$ cat src/rtl/sprite_fetch_if.sv
// Scan-side and ROM-side signals of one sprite_fetch instance.
// The DUT uses the slave modport; the timing generator, ROM and compositor use the master side.
interface sprite_fetch_if #(
  parameter int CORDW  = 10,
  parameter int ADDR_W = 13,
  parameter int DATA_W = 8
);
  // No valid/ready: one scan position is accepted every clock. pix_valid only
  // qualifies pix as an opaque sprite pixel; nothing can stall the pipe.
  logic              frame;
  logic              line;
  logic [CORDW-1:0]  sx;
  logic [CORDW-1:0]  sy;
  logic [CORDW-1:0]  spr_x;
  logic [CORDW-1:0]  spr_y;
  logic              mirror;
  logic [ADDR_W-1:0] rom_addr;
  logic [DATA_W-1:0] rom_data;
  logic [DATA_W-1:0] pix;
  logic              pix_valid;

  modport master (
    output frame, line, sx, sy, spr_x, spr_y, mirror, rom_data,
    input  rom_addr, pix, pix_valid
  );

  modport slave (
    input  frame, line, sx, sy, spr_x, spr_y, mirror, rom_data,
    output rom_addr, pix, pix_valid
  );
endinterface

$ cat src/rtl/sprite_fetch.sv
// Sprite read engine: scan position -> ROM address -> opaque pixel, fixed 3-cycle latency.
// Optional horizontal flip is enabled by defining SPRITE_MIRROR_EN.
module sprite_fetch #(
  parameter int                SPR_W  = 83,
  parameter int                SPR_H  = 90,
  parameter int                ADDR_W = 13,
  parameter int                DATA_W = 8,
  parameter int                CORDW  = 10,
  parameter logic [DATA_W-1:0] TRANSP = 8'h00
) (
  input  logic          clk_pix,
  input  logic          rst_pix,
  sprite_fetch_if.slave bus
);

  // One extra bit keeps py+SPR_H and px+SPR_W from wrapping at the screen edge.
  localparam int                CW       = CORDW + 1;
  localparam logic [CW-1:0]     W_EXT    = CW'(SPR_W);
  localparam logic [CW-1:0]     H_EXT    = CW'(SPR_H);
  localparam logic [ADDR_W-1:0] ROW_STEP = ADDR_W'(SPR_W);
  localparam logic [ADDR_W-1:0] ROW_LAST = ADDR_W'((SPR_H - 1) * SPR_W);
  localparam logic [ADDR_W-1:0] COL_LAST = ADDR_W'(SPR_W - 1);

  logic [CORDW-1:0]  r_px;
  logic [CORDW-1:0]  r_py;
  logic [ADDR_W-1:0] r_row_base;
  logic [ADDR_W-1:0] r_rom_addr;
  logic              r_hit_d1;
  logic              r_hit_d2;
  logic [DATA_W-1:0] r_pix;
  logic              r_pix_valid;

  logic [CW-1:0]     w_sx;
  logic [CW-1:0]     w_sy;
  logic [CW-1:0]     w_px;
  logic [CW-1:0]     w_py;
  logic [CW-1:0]     w_py_row;
  logic [CW-1:0]     w_dx;
  logic              w_hit;
  logic              w_row_first;
  logic              w_row_inside;
  logic [ADDR_W-1:0] w_col_fwd;
  logic [ADDR_W-1:0] w_col;

  assign w_sx = {1'b0, bus.sx};
  assign w_sy = {1'b0, bus.sy};
  assign w_px = {1'b0, r_px};
  assign w_py = {1'b0, r_py};

  // A line strobe coinciding with frame must compare against the position being latched now.
  assign w_py_row     = bus.frame ? {1'b0, bus.spr_y} : w_py;
  assign w_row_first  = (w_sy == w_py_row);
  assign w_row_inside = (w_sy > w_py_row) && (w_sy < (w_py_row + H_EXT));

  assign w_hit = (w_sx >= w_px) && (w_sx < (w_px + W_EXT)) &&
                 (w_sy >= w_py) && (w_sy < (w_py + H_EXT));

  assign w_dx      = w_sx - w_px;
  assign w_col_fwd = ADDR_W'(w_dx);

`ifdef SPRITE_MIRROR_EN
  logic r_mir;

  always_ff @(posedge clk_pix) begin
    if (rst_pix) begin
      r_mir <= 1'b0;
    end else if (bus.frame) begin
      r_mir <= bus.mirror;
    end
  end

  assign w_col = r_mir ? (COL_LAST - w_col_fwd) : w_col_fwd;
`else
  assign w_col = w_col_fwd;
`endif

  always_ff @(posedge clk_pix) begin
    if (rst_pix) begin
      r_px        <= '0;
      r_py        <= '0;
      r_row_base  <= '0;
      r_rom_addr  <= '0;
      r_hit_d1    <= 1'b0;
      r_hit_d2    <= 1'b0;
      r_pix       <= '0;
      r_pix_valid <= 1'b0;
    end else begin
      if (bus.frame) begin
        r_px <= bus.spr_x;
        r_py <= bus.spr_y;
      end

      // Row base steps by one sprite row per scanned line; the cap keeps a
      // skipped-line scan from ever pointing past the last row.
      if (bus.line) begin
        if (w_row_first) begin
          r_row_base <= '0;
        end else if (w_row_inside && (r_row_base != ROW_LAST)) begin
          r_row_base <= r_row_base + ROW_STEP;
        end
      end

      if (w_hit) begin
        r_rom_addr <= r_row_base + w_col;
      end

      r_hit_d1    <= w_hit;
      r_hit_d2    <= r_hit_d1;
      r_pix       <= r_hit_d2 ? bus.rom_data : '0;
      r_pix_valid <= r_hit_d2 && (bus.rom_data != TRANSP);
    end
  end

  assign bus.rom_addr  = r_rom_addr;
  assign bus.pix       = r_pix;
  assign bus.pix_valid = r_pix_valid;

endmodule
$ cat src/flat_wrapper.sv
// flat-port wrapper written by rule: the top's interface ports become plain ports
module sprite_fetch_flat 
#(
  parameter int                SPR_W  = 83,
  parameter int                SPR_H  = 90,
  parameter int                ADDR_W = 13,
  parameter int                DATA_W = 8,
  parameter int                CORDW  = 10,
  parameter logic [DATA_W-1:0] TRANSP = 8'h00
)
  (clk_pix, rst_pix, bus_frame, bus_line, bus_sx, bus_sy, bus_spr_x, bus_spr_y, bus_mirror, bus_rom_data, bus_rom_addr, bus_pix, bus_pix_valid);
  sprite_fetch_if #(.CORDW(CORDW), .ADDR_W(ADDR_W), .DATA_W(DATA_W)) bus_i ();
  input  logic clk_pix;
  input  logic rst_pix;
  input wire logic [$bits(bus_i.frame)-1:0] bus_frame;
  input wire logic [$bits(bus_i.line)-1:0] bus_line;
  input wire logic [$bits(bus_i.sx)-1:0] bus_sx;
  input wire logic [$bits(bus_i.sy)-1:0] bus_sy;
  input wire logic [$bits(bus_i.spr_x)-1:0] bus_spr_x;
  input wire logic [$bits(bus_i.spr_y)-1:0] bus_spr_y;
  input wire logic [$bits(bus_i.mirror)-1:0] bus_mirror;
  input wire logic [$bits(bus_i.rom_data)-1:0] bus_rom_data;
  output wire logic [$bits(bus_i.rom_addr)-1:0] bus_rom_addr;
  output wire logic [$bits(bus_i.pix)-1:0] bus_pix;
  output wire logic [$bits(bus_i.pix_valid)-1:0] bus_pix_valid;
  assign bus_i.frame = bus_frame;
  assign bus_i.line = bus_line;
  assign bus_i.sx = bus_sx;
  assign bus_i.sy = bus_sy;
  assign bus_i.spr_x = bus_spr_x;
  assign bus_i.spr_y = bus_spr_y;
  assign bus_i.mirror = bus_mirror;
  assign bus_i.rom_data = bus_rom_data;
  assign bus_rom_addr = bus_i.rom_addr;
  assign bus_pix = bus_i.pix;
  assign bus_pix_valid = bus_i.pix_valid;
  sprite_fetch #(.SPR_W(SPR_W), .SPR_H(SPR_H), .ADDR_W(ADDR_W), .DATA_W(DATA_W), .CORDW(CORDW), .TRANSP(TRANSP)) u_core (.clk_pix(clk_pix), .rst_pix(rst_pix), .bus(bus_i));
endmodule
$ cat config.mk
export PLATFORM = sky130hd
export DESIGN_NAME = sprite_fetch_flat
export DESIGN_NICKNAME = d
export VERILOG_FILES = /design/src/rtl/sprite_fetch_if.sv /design/src/rtl/sprite_fetch.sv /design/src/flat_wrapper.sv
export SDC_FILE = /design/constraint.sdc
export NUM_CORES = 1
export LEC_CHECK = 0
export ABC_CLOCK_PERIOD_IN_PS = 7400
export CORE_AREA = 2 2 142 88
export CTS_CLUSTER_DIAMETER = 100
export DETAILED_ROUTE_END_ITERATION = 10
export DIE_AREA = 0 0 144 90
export SYNTH_ARGS = -nofsm -noshare
export SYNTH_HDL_FRONTEND = slang
export SYNTH_SLANG_ARGS = --single-unit
$ cat constraint.sdc
create_clock -name clk_pix -period 7.4 [get_ports clk_pix]
set_input_delay 1.11 -clock clk_pix [delete_from_list [all_inputs] [get_ports clk_pix]]
set_output_delay 1.11 -clock clk_pix [all_outputs]
set_load 0.05 [all_outputs]
After elaboration in Yosys (flattened, before gate mapping):

Cells that the tools add are included.

* register bits: 57
* latch bits: 0
* bits in writable memories: 0
* bits in read-only memories: 0
* bits of input ports: 53
* output and inout bits: 22
* word-level logic and storage cells: 36
* memories: 0

* add/subtract/negate cells: 6
* multipliers: 0
* divide/modulo/power cells: 0
* magnitude comparators: 6
* equal/unequal tests: 2
* shift-type cells: 0
* mux-type cells: 3
* bitwise logic cells: 1
* reduce and logical (&&, ||, !) cells: 10

Operator list (count)
* 10-bit by 11-bit < comparator with 1-bit output: 3
* 13-bit 2-to-1 mux: 2
* 10-bit by 7-bit adder with 11-bit output, second input constant: 2
* 10-bit greater-or-equal comparator: 2
* 13-bit by 11-bit adder with 13-bit output: 1
* 13-bit by 7-bit adder with 13-bit output, second input constant: 1
* 13-bit inequality test, second input constant: 1
* 11-bit by 7-bit adder with 11-bit output, second input constant: 1
* 10-bit by 11-bit equality test with 1-bit output: 1
* 10-bit by 11-bit > comparator with 1-bit output: 1
* 10-bit by 10-bit subtractor with 11-bit output: 1
* 10-bit 2-to-1 mux: 1
* 8-bit nonzero test: 1
* 1-bit logical AND: 6
* 2-bit AND reduction: 1
* 2-bit nonzero test: 1
* 2-bit OR reduction: 1
* 1-bit inverter: 1

Longest topological paths before layout:

* depth in word-level cells: 7
* gate-level depth with buffers: 17
* depth with buffers taken out: 17

Least setup slack after synthesis:

Ideal clock, no wire load.

* kind: in2reg
* start: input port bus_frame
* end: register u_core.r_row_base[12]
* setup time: 71 ps
* arrival time: 4292 ps
* data required time: 7329 ps
* path slack: 3037 ps
* stages on the path: 15
* buffers on the path: 2
* cell sequence: buf_6 > clkbuf_1 > mux2i_1 > inv_1 > ha_1 > o21ba_2 > o21ai_0 > nand2_1 > xnor2_1 > ha_1 > and3_1 > a221oi_1 > o221ai_2 > or4_1 > a21oi_1

* longest elaborated chain between the ends: 7
* elaborated cells on any way between the ends: 10
* those cells by class: add/sub: 1; order compare: 2; eq/ne: 1; mux: 2; reduce/logical: 4

RTL lines
* start, declared: RTL line flat_wrapper.sv:15 `input wire logic [$bits(bus_i.frame)-1:0] bus_frame;`
* 10-bit 2-to-1 mux (*): RTL line sprite_fetch.sv:51 `assign w_py_row = bus.frame ? {1'b0, bus.spr_y} : w_py;`
* 11-bit by 7-bit adder with 11-bit output: RTL line sprite_fetch.sv:53 `assign w_row_inside = (w_sy > w_py_row) && (w_sy < (w_py_row + H_EXT));`
* 10-bit by 11-bit < comparator with 1-bit output: RTL line sprite_fetch.sv:53
* 1-bit logical AND: RTL line sprite_fetch.sv:53
* 1-bit logical AND: RTL line sprite_fetch.sv:98 `end else if (w_row_inside && (r_row_base != ROW_LAST)) begin`
* 2-bit nonzero test (no line)
* 2-bit AND reduction (no line)
* end signal, assigned: RTL line sprite_fetch.sv:99 `r_row_base <= r_row_base + ROW_STEP;`
* end, declared: RTL line sprite_fetch.sv:26 `logic [ADDR_W-1:0] r_row_base;`

Mark *: on every way between the ends. The rest lies on a longest branch, timed or not.
A chain may end at the register's enable or synchronous reset.

Final worst setup path:

Same ends and word-level chain as after synthesis.

==> summary.txt <==
status - complete, no violations
fmax - 0.183 GHz
Period Utilization, post-route - 74.0%
deepest clock path buffer count - 2
most frequent cell after synthesis - ha_1
Iter 0 DRT Violations - 174
fin crit period - 5.47 ns
syn avg cell area - 8.52 sq um
Top Metal Used - met4
Post-synth EDFFs - 0
endpoints failing setup - 0
Fin. Hold Viols - 0
fraction of layout cells with a size suffix above 1 - 3.89%
gr ovfl total - 0
all-layer global routing usage - 19.7%
Setup Crit Path Kind - in -> reg
Clk Latency, worst-skew pair - 0.33 ns
die extent in y - 90 um
Die ar. - 13000 sq um
DR vias - 4216
gpl congestion - 0.917
LEAKAGE - 2.40 nW
Cells after Synth - 539
critical path startpoint category - primary input
DRC Markers - 0
Slew Viols, Final - 0
most frequent cells after synthesis - 74 x ha_1, 57 x dfxtp_1, 53 x a21oi_1, 37 x inv_1, 36 x nor2_1
DIE WIDTH - 144 um
Area Growth Syn to Fin - 27.1%
Arr. time, crit path - 5.73 ns
syn nets - 668
warnings from Yosys - 0
antenna violations before repair - 0
met2 WL post-DR - 4910 um
crit end category - register
Top FF cell, synth - dfxtp_1
slowest stage delay, CP - 1.07 ns
Core Area - 11800 sq um
Post-DP HPWL - 9740 um
Final nets - 741
PortBufs - 73
Finished Core Util - 49.7%
CTS clk-pin slew, worst paths - 0.05 ns
antenna cells - 0
drt via density - 5.39
vias in the first global route - 4077
Initial Util - 39.1%
Clock Skew - 0.00801 ns
Synth async-reset ratio - 0%
Hold Crit Class - reg -> reg
total CTS buffers - 9
Routed WL - 12300 um
top cells by area in the synthesized netlist - dfxtp_1 25%, ha_1 20%, a21oi_1 5.8%
CTS tree - built
worst slack at placement - 1.61 ns
Post CTS Setup Buffer Count - 0
CTS H-tree lvls - 3
synthesized area - 4590 sq um
Seq/Total Area, Yosys - 24.9%
Routed Antenna Nets - 0
unrepaired setup endpoints after global routing - false
cell row count - 31
pwr dens - 200 nW/um^2
Yosys cell types - 55
Synth top area share - 24.9%
post-route setup slack - 1.93 ns
largest net degree at the start of global routing - 39
DR pass1 iterations - 4
wire per inst - 15.7 um
Resized cells post-CTS - 0
data required time of the worst path - 7.65 ns
first-pass GRT wire length - 20200 um
Metal-1 WL - 6440 um
Slew @ Worst Pin - 0.972 ns
max_cap viols - 0
CP max FO - 22
met3 wire len - 843 um
CP max stage cell - clkdlybuf4s50_1
Synth Register Bits - 57
top cell type by total area after synthesis - dfxtp_1
worst vdd ir - 98.1 uV
clk sinks - 57
setup tns final - 0 ns
slew margin rel. - 34.8%
Root Driver - clkbuf_16
io pins - 75
CP Cell Sequence - clkdlybuf4s50_1 -> buf_4 -> mux2i_1 -> o21a_1 -> nor2_1 -> xor2_1 -> ha_1 -> a21o_1 -> a221oi_1 -> o221ai_2 -> or4_1 -> a21oi_1
# hold bufs at CTS - 0
-- metal layers --
layer | vias to the layer above | GRT usage, %
li1 | 2141 | -
met4 | 0 | 5.07
met3 | 9 | 4.95
met1 | 1970 | 29.5
met5 | - | 0
met2 | 96 | 28.0
-- worst paths after layout --
| kind | from | to | slack (ns) | cells after the start |
|---|---|---|---|---|
| setup reg to reg | u_core.r_py[1]$_SDFFE_PP0P_ | u_core.r_row_base[12]$_SDFFE_PP0P_ | 3.56 | 13 |
| setup / recovery | bus_frame | u_core.r_row_base[12]$_SDFFE_PP0P_ | 1.93 | 12 |
| hold reg to reg | u_core.r_hit_d1$_SDFF_PP0_ | u_core.r_hit_d2$_SDFF_PP0_ | 0.44 | 1 |
| hold / removal | u_core.r_hit_d1$_SDFF_PP0_ | u_core.r_hit_d2$_SDFF_PP0_ | 0.44 | 1 |
-- sequential cells by signal, summed over array words and instances, names as in the netlist --
signal	cells
u_core.r_row_base	13
u_core.r_px	10
u_core.r_hit_d2	1
u_core.bus.pix	8
u_core.r_py	10
u_core.r_hit_d1	1
u_core.bus.rom_addr	13
u_core.bus.pix_valid	1
-- layout make-up --
cell class | count | area, sq um
Fill cell | 1091 | 5910
Multi-Input combinational cell | 432 | 3250
Sequential cell | 57 | 1140
Timing Repair Buffer | 75 | 746
Clock buffer | 12 | 256
Tap cell | 165 | 206
Inverter | 37 | 139
Clock inverter | 4 | 98.8
-- logic make-up after synthesis --
family / share of synthesized area, %
buf+inv: 4.36
compound gates: 23.8
mux: 4.39
fa+ha+maj: 21.0
simple gates: 14.7
flops: 24.9
xor+xnor: 6.87
-- power by group --
part           total, mW  switching, mW  internal [mW]
combinational      0.330          0.184          0.147
clock              0.500          0.152          0.348
sequential         0.339         0.0168          0.322
total               1.17          0.352          0.817
-- worst max-delay path, delay by kind of cell --
kind	cells	cell delay [ns]
mux	1	0.55
compound gates	5	1.47
simple gates	2	0.68
buf+inv	2	1.43
fa+ha+maj	1	0.31
xor+xnor	1	0.17
-- cells in the final DEF (no fill, tap or decap), types with 3 or more instances in the layout --
| master | count |
|---|---|
| o21ai_1 | 14 |
| and3_1 | 4 |
| nor4_1 | 3 |
| nor2_1 | 36 |
| nor3_1 | 8 |
| o2111ai_1 | 3 |
| mux2i_1 | 19 |
| o211ai_1 | 3 |
| clkdlybuf4s50_1 | 73 |
| ha_1 | 74 |
| or3_1 | 7 |
| nand3_1 | 16 |
| nand4_1 | 9 |
| a21oi_1 | 53 |
| bufinv_16 | 3 |
| a31oi_1 | 5 |
| o21ai_0 | 23 |
| and2_1 | 9 |
| a21o_1 | 15 |
| o21bai_1 | 9 |
| or4_1 | 3 |
| xor2_1 | 6 |
| nor2b_1 | 7 |
| inv_1 | 37 |
| nand2_1 | 14 |
| clkbuf_16 | 9 |
| nand2b_1 | 4 |
| a211o_1 | 3 |
| o31ai_1 | 6 |
| xnor2_1 | 30 |
| o21a_1 | 13 |
| dfxtp_1 | 57 |
| a211oi_1 | 10 |
-- through the flow --
stage / cell area, sq um / hold WS [ns] / total power, mW / instances
3_5_place_dp: 5480 / 0.425 / 0.672 / 766
2_1_floorplan: 4590 / 0.414 / 0.571 / 539
3_3_place_gp: 5480 / 0.416 / 0.662 / 766
6_report: 5840 / 0.437 / 1.17 / 782
4_1_cts: 5840 / 0.437 / 1.18 / 782
5_1_grt: 5840 / 0.453 / 1.23 / 782
Note: power is estimated with default switching activity, not from simulation.
